## src/rtl/uart_cmd_dispatch.sv

```systemverilog
// rtl/uart_cmd_dispatch.sv - opcode dispatcher that runs byte-reply handlers and owns the shared UART TX
module uart_cmd_dispatch #(
    parameter int         N_HANDLERS     = 4,
    parameter logic [7:0] OPCODE_BASE    = 8'h01,
    parameter logic [7:0] NAK_BYTE       = 8'h15,
    parameter int         TIMEOUT_CYCLES = 1000000
) (
    input  logic                    clk,
    input  logic                    reset,
    input  logic                    rx_ready,
    input  logic [7:0]              rx_data,
    input  logic                    tx_active,
    input  logic                    tx_done,
    output logic [7:0]              uart_tx_data,
    output logic                    uart_tx_start,
    output logic [N_HANDLERS-1:0]   h_activate,
    input  logic [N_HANDLERS-1:0]   h_done,
    input  logic [8*N_HANDLERS-1:0] h_tx_data,
    input  logic [N_HANDLERS-1:0]   h_tx_start,
    output logic                    busy,
    output logic [7:0]              nak_count,
    output logic [7:0]              timeout_count
);

    localparam int            SW    = (N_HANDLERS > 1) ? $clog2(N_HANDLERS) : 1;
    localparam int            WW    = $clog2(TIMEOUT_CYCLES);
    localparam logic [WW-1:0] TLAST = WW'(TIMEOUT_CYCLES - 1);
    localparam logic [7:0]    NH8   = 8'(N_HANDLERS);

    typedef enum logic [2:0] {
        S_IDLE,
        S_ACTIVE,
        S_RELEASE,
        S_NAK_WAIT,
        S_NAK_SEND
    } state_t;

    state_t                  state_q;
    logic [SW-1:0]           sel_q;
    logic [WW-1:0]           wdog_q;
    logic                    rx_prev_q;
    logic [N_HANDLERS-1:0]   act_q;
    logic [7:0]              data_q;
    logic                    nak_start_q;
    logic [7:0]              nak_cnt_q;
    logic [7:0]              tout_cnt_q;

    logic                    new_byte;
    logic [7:0]              op_diff;
    logic                    op_hit;
    logic                    own_tx;
    logic                    unused_tx_done;

    // tx_done is consumed by the handlers directly; the dispatcher only needs tx_active
    assign unused_tx_done = tx_done;

    assign new_byte = rx_ready && !rx_prev_q;
    assign op_diff  = rx_data - OPCODE_BASE;
    assign op_hit   = (rx_data >= OPCODE_BASE) && (op_diff < NH8);

    always_ff @(posedge clk) begin
        if (!reset) begin
            state_q     <= S_IDLE;
            sel_q       <= '0;
            wdog_q      <= '0;
            rx_prev_q   <= 1'b1;
            act_q       <= '0;
            data_q      <= '0;
            nak_start_q <= 1'b0;
            nak_cnt_q   <= '0;
            tout_cnt_q  <= '0;
        end else begin
            rx_prev_q   <= rx_ready;
            nak_start_q <= 1'b0;
            case (state_q)
                S_IDLE: begin
                    if (new_byte) begin
                        if (op_hit) begin
                            sel_q   <= op_diff[SW-1:0];
                            act_q   <= N_HANDLERS'(1) << op_diff[SW-1:0];
                            wdog_q  <= '0;
                            state_q <= S_ACTIVE;
                        end else begin
                            if (nak_cnt_q != 8'hFF) nak_cnt_q <= nak_cnt_q + 8'd1;
                            state_q <= S_NAK_WAIT;
                        end
                    end
                end
                S_ACTIVE: begin
                    // done has priority over an expiring watchdog on the same cycle
                    if (h_done[sel_q]) begin
                        act_q   <= '0;
                        state_q <= S_RELEASE;
                    end else if (wdog_q == TLAST) begin
                        act_q   <= '0;
                        if (tout_cnt_q != 8'hFF) tout_cnt_q <= tout_cnt_q + 8'd1;
                        state_q <= S_RELEASE;
                    end else begin
                        wdog_q <= wdog_q + 1'b1;
                    end
                end
                S_RELEASE: begin
                    if (!h_done[sel_q] && !tx_active) state_q <= S_IDLE;
                end
                S_NAK_WAIT: begin
                    if (!tx_active) begin
                        data_q      <= NAK_BYTE;
                        nak_start_q <= 1'b1;
                        state_q     <= S_NAK_SEND;
                    end
                end
                S_NAK_SEND: state_q <= S_IDLE;
                default:    state_q <= S_IDLE;
            endcase
        end
    end

    // TX stays with the handler through RELEASE so its last byte can drain
    assign own_tx        = (state_q == S_ACTIVE) || (state_q == S_RELEASE);
    assign uart_tx_data  = own_tx ? h_tx_data[{sel_q, 3'b000} +: 8] : data_q;
    assign uart_tx_start = own_tx ? h_tx_start[sel_q] : nak_start_q;
    assign h_activate    = act_q;
    assign busy          = (state_q != S_IDLE);
    assign nak_count     = nak_cnt_q;
    assign timeout_count = tout_cnt_q;

endmodule

```

## config.mk

```make
export PLATFORM = sky130hd
export DESIGN_NAME = uart_cmd_dispatch
export DESIGN_NICKNAME = d
export VERILOG_FILES = /design/src/rtl/uart_cmd_dispatch.sv
export SDC_FILE = /design/constraint.sdc
export NUM_CORES = 1
export LEC_CHECK = 0
export BUFFER_PORTS_ARGS = -buffer_cell sky130_fd_sc_hd__buf_4
export CORE_MARGIN = 3
export CORE_UTILIZATION = 38
export DETAILED_ROUTE_END_ITERATION = 6
export PLACE_DENSITY = 0.73
export SYNTH_ARGS = -nofsm -noshare
export SYNTH_HDL_FRONTEND = slang
export SYNTH_SLANG_ARGS = --single-unit
```

## constraint.sdc

```tcl
create_clock -name clk -period 3.1 [get_ports clk]
set_clock_uncertainty 0.15 [all_clocks]
set_input_delay 0.465 -clock clk [delete_from_list [all_inputs] [get_ports clk]]
set_output_delay 0.465 -clock clk [all_outputs]
set_load 0.02 [all_outputs]
```

* After elaboration in Yosys (flattened, before gate mapping)
Cells that the tools add are included.
W data, S select, Z words.
** Word-level totals
- Word-level logic and storage cells :: 76
- Register bits after elaboration :: 48
- Output and inout port bits :: 30
** Cells by class
- Equality and inequality tests :: 13
- Order comparisons :: 3
- Bitwise operators :: 3
- Shift-type cells :: 2
- Reductions and logical operators :: 18
- Add/subtract/negate cells :: 4
- Muxes and demuxes :: 24
** Operators with widths (number)
- $mux W20 :: 4
- $pmux W20 S2 :: 1
- $shiftx A32 B6 Y8 :: 1
- $add A20 B1 Y20 const B :: 1
- $eq A20 B20 Y1 const B :: 1
- $add A8 B1 Y8 const B :: 2
- $mux W4 :: 4
- $ne A8 B8 Y1 const B :: 2
- $reduce_and A4 Y1 :: 4
- $mux W3 :: 5
- $ne A2 B2 Y1 const B :: 6
- $pmux W3 S4 :: 1
- $ge A8 B1 Y1 const B :: 1
- $lt A8 B3 Y1 const B :: 1
- $mux W8 :: 1
- $pmux W4 S2 :: 1
- $sub A8 B1 Y8 const B :: 1
- $eq A3 B2 Y1 const B :: 2
- $reduce_and A5 Y1 :: 1
- $bmux W1 S2 :: 2
- $mux W1 :: 4
- $reduce_and A2 Y1 :: 2
- $shl A1 B2 Y4 const A :: 1
- $eq A3 B1 Y1 const B :: 1
- 11 further kinds :: 17

* Depth between registers and ports, before layout
- Depth after elaboration :: 6
- Mapped depth :: 9

* Worst setup path after synthesis
Ideal clock, no wire load.
- Path type :: input to register
- Start :: input port rx_data[0]
- End :: register wdog_q[17]
- Path slack :: 0.642 ns
- Cell stages on the path :: 8
- Setup time :: 0.071 ns
- Arrival time :: 2.237 ns
- Cells stage by stage :: inv_1 -> ha_1 -> o41a_1 -> nor3_2 -> o211ai_2 -> buf_6 -> or3_1 -> a21oi_1
** On the way
- Word-level cells in the longest chain between the ends :: 5
- Elaborated cells between the ends (all ways) :: 6
** RTL lines
- start: declaration :: line 11 : input logic [7:0] rx_data,
- $sub A8 B1 Y8 :: line 58 : assign op_diff = rx_data - OPCODE_BASE;
- $lt A8 B3 Y1 :: line 59 : assign op_hit = (rx_data >= OPCODE_BASE) && (op_diff < NH8);
- $logic_and A1 B1 Y1 * :: line 59
- $ne A2 B2 Y1 (no line) *
- $reduce_and A5 Y1 (no line) *
- end signal: assignment :: line 99 : wdog_q <= wdog_q + 1'b1;
- end: declaration :: line 40 : logic [WW-1:0] wdog_q;
Mark *: on every way between the ends. The rest lies on a longest branch, timed or not.
A chain may end at the register's enable or synchronous reset.

* Worst setup path after layout
- Start :: register sel_q[0]
- End :: register wdog_q[11]
** On the way
- Word-level cells in the longest chain between the ends :: 4
** RTL lines
- start: declaration :: line 39 : logic [SW-1:0] sel_q;
- start signal: assignment :: line 79 : sel_q <= op_diff[SW-1:0];
- $bmux W1 S2 :: line 91 : if (h_done[sel_q]) begin
- $mux W1 (not written as such) :: line 91
- $ne A2 B2 Y1 (no line)
- $reduce_and A5 Y1 (no line)
Every way passes these cells. The select of a mux whose other input is x is not followed.

==> impl_metrics.json <==
{
  "cts_tree": "built",
  "drc_errors": 0,
  "worstHoldStart": "rx_ready",
  "synthCells": 292,
  "reg2reg_to": "wdog_q[11]",
  "path_class": "reg -> reg",
  "hold_path_class": "in -> reg",
  "area_growth_syn_to_layout_pct": 31.80,
  "core_area_um2": 6568,
  "cpPeakStageDelay_ns": 0.54,
  "place_ws_ns": 0.2716,
  "grt_pass1_wl_mm": 11.30,
  "dr.pass1.iters": 4,
  "grt_antenna_before_repair": 0,
  "r2r_cells": 6,
  "ctsResizeCount": 0,
  "numCtsBuffers": 5,
  "relSlewSlack": 0.5319,
  "antenna_cells": 0,
  "synth_edf_count": 0,
  "setup_tns_ns": 0,
  "ios": 83,
  "ff2ff_setup_slack_ns": 0.43,
  "setup_viol": 0,
  "r2r-start": "sel_q[0]",
  "p_int_uw": 942.6,
  "critPathRequiredTime_ns": 3.17,
  "grt_pass1_vias": 2379,
  "ys_types": 45,
  "avgSynthCellArea_um2": 9.123,
  "clk_latency_ns": 0.30,
  "rsz0062_at_grt": "false",
  "hold_depth": 2,
  "pwr-share-clk": 0.367,
  "start_util": 0.4056,
  "outcome": "finished, final reports clean",
  "dieArea_um2": 8051,
  "rows": 29,
  "switching_power_uw": 279.6,
  "fin_crit_sh": 0.8619,
  "syn-num-nets": 352,
  "io_buffer_count": 81,
  "die_y_um": 89.73,
  "grt_overflow_total": 0,
  "hold_violations": 0,
  "post-cts-setup-buffers": 0,
  "cpLargestDelayFamily": "simple AND/OR/NAND/NOR gates",
  "holdBufCountCts": 0,
  "cts.sinks": 48,
  "synthArstFlopShare": 0,
  "synthFlopType": "dfxtp_1",
  "grt_use_total": 0.1641,
  "power_frac_comb": 0.121,
  "worstHoldEndpoint": "rx_prev_q",
  "ant_nets": 0,
  "power_frac_seq": 0.512,
  "worst_slack_ns": 0.4281,
  "critPathCaptureType": "register",
  "switching_share": 0.2287,
  "clk_pin_slew_worst_paths_ns": 0.09,
  "syn_area_um2": 2664,
  "worstSetupPathDepth": 6,
  "peakVddDrop_uv": 191.8,
  "path_cells": "mux4_2, nor4b_2, a21boi_4, o211ai_2, or4_1, o21ai_0",
  "via_per_inst": 5.320,
  "avgRoutedWirePerCell_um": 14.16,
  "h-tree-depth": 2,
  "critPathArrivalTime_ns": 2.74,
  "gp_congestion": 0.8493,
  "fin_area_um2": 3511,
  "cts_buffer_depth": 2,
  "cts-root-buf": "clkbuf_8",
  "die_w_um": 89.73,
  "worstMarginPinSlew_ns": 0.6931,
  "leakage_nw": 1.445,
  "cp_slowest_cell": "mux4_2",
  "maxCapViolations": 0,
  "num_vias": 2495,
  "cp_max_fo": 14,
  "path_buf_inv": 0,
  "ys_seq_area_frac": 0.3607,
  "period_needed_ns": 2.672,
  "power_density_nw_per_um2": 348.1,
  "grt_max_degree": 38,
  "hpwl_mm": 5.022,
  "slew_viol_final": 0,
  "fmaxAchievable_ghz": 0.3743,
  "nets": 435,
  "ys_ff_latch": 48,
  "wirelength_mm": 6.643,
  "drt-initial-drc-count": 99,
  "drive_gt1_frac": 0.3059,
  "crit_path_start_kind": "register",
  "place_area_um2": 3400,
  "yosysWarnings": 0
}
how the worst max path moves through the flow:
stage               start    endpoint  slack, ns
2_1_floorplan  rx_data[0]  wdog_q[17]       0.64
3_3_place_gp   rx_data[0]  wdog_q[11]       0.35
3_5_place_dp   rx_data[0]  wdog_q[11]       0.27
4_1_cts          sel_q[0]  wdog_q[11]       0.47
5_1_grt          sel_q[0]  wdog_q[11]       0.27
6_report         sel_q[0]  wdog_q[11]       0.43
worst reg2reg max path, stage by stage (launching register included):
cell and delay (ns):
dfxtp_1 0.40, mux4_2 0.54, nor4b_2 0.36, a21boi_4 0.28, o211ai_2 0.25, or4_1 0.53, o21ai_0 0.10
final cells by class:
class,instances,area (um2)
Clock buffer,5,68.82
Tap cell,93,116.4
Clock inverter,3,42.54
Fill cell,634,3057
Multi-Input combinational cell,222,1613
Inverter,7,26.28
Sequential cell,48,960.9
Timing Repair Buffer,91,683.2
power groups by stage:
| stage | logic (mW) | registers (mW) | clock network, mW |
|---|---|---|---|
| 3_5_place_dp | 0.149 | 0.640 | 0 |
| 3_3_place_gp | 0.145 | 0.640 | 0 |
| 6_report | 0.148 | 0.625 | 0.449 |
| 4_1_cts | 0.149 | 0.625 | 0.463 |
| 5_1_grt | 0.160 | 0.626 | 0.491 |
| 2_1_floorplan | 0.0665 | 0.640 | 0 |
per-layer routing:
layer,up-vias,GRT usage,routed length (um)
met5,-,0,0
met1,1196,0.2213,3103
met3,8,0.03172,284
li1,1236,-,-
met4,0,0.04598,69
met2,55,0.2688,3185
cells in the final DEF (no fill, tap or decap), types with 10 or more instances in the layout:
| cell | n |
|---|---|
| buf_4 | 91 |
| dfxtp_1 | 48 |
| o21ai_0 | 25 |
| nand2_1 | 18 |
| nor2_1 | 17 |
| xor2_1 | 13 |
| nor2b_1 | 13 |
| or3_1 | 12 |
| nand4_1 | 11 |
| and3_1 | 11 |
| nand3_1 | 11 |
| mux4_2 | 10 |
through the flow:
stage               total power [mW]  instances  utilization  hold slack [ns]
floorplan                     0.7068        292            -           0.2758
global placement              0.7851        461       0.5176           0.2866
detailed placement            0.7888        461       0.5176           0.2927
CTS                            1.237        469       0.5346           0.2023
global route                   1.277        469       0.5346           0.2096
finish                         1.222        469       0.5346           0.2095
synth_stat cells, drive strengths merged, types with 2 or more instances:
cell     number  area [um2]
nand2b        4       25.02
a21oi         7       35.03
mux4         10       225.2
xor2         13       113.9
nand4b        5       43.79
or3          12       75.07
o2111ai       2       17.52
nor2b        13       81.33
nand2        18       67.56
nand4        11       68.82
inv           7       26.28
nor4b         2       23.77
clkbuf       12       45.04
o211a         2       20.02
a21boi        7       63.81
ha            7       87.58
or4           4       30.03
buf           3       18.77
nor3          4       25.02
nor4          3       18.77
nand3        11       55.05
and3         11       68.82
and2          8       50.05
o211ai        5       42.54
mux2i         3       30.03
o21ai        26       130.1
and4          2       17.52
nor2         17       63.81
xnor2         6       52.55
dfxtp        48       960.9
sequential cells by signal (all words and copies together) (netlist names):
signal / cells
nak_count: 8
h_activate: 4
state_q: 3
rx_prev_q: 1
sel_q: 2
timeout_count: 8
data_q: 1
wdog_q: 20
nak_start_q: 1
cells by family after synthesis:
family	count (synthesis)	share of synthesized area
mux	14	0.1000
simple gates	126	0.2710
fa+ha+maj	7	0.03288
xor+xnor	19	0.06247
buf+inv	22	0.03382
compound gates	56	0.1390
flops	48	0.3607
Power figures use the tool's default switching activity.
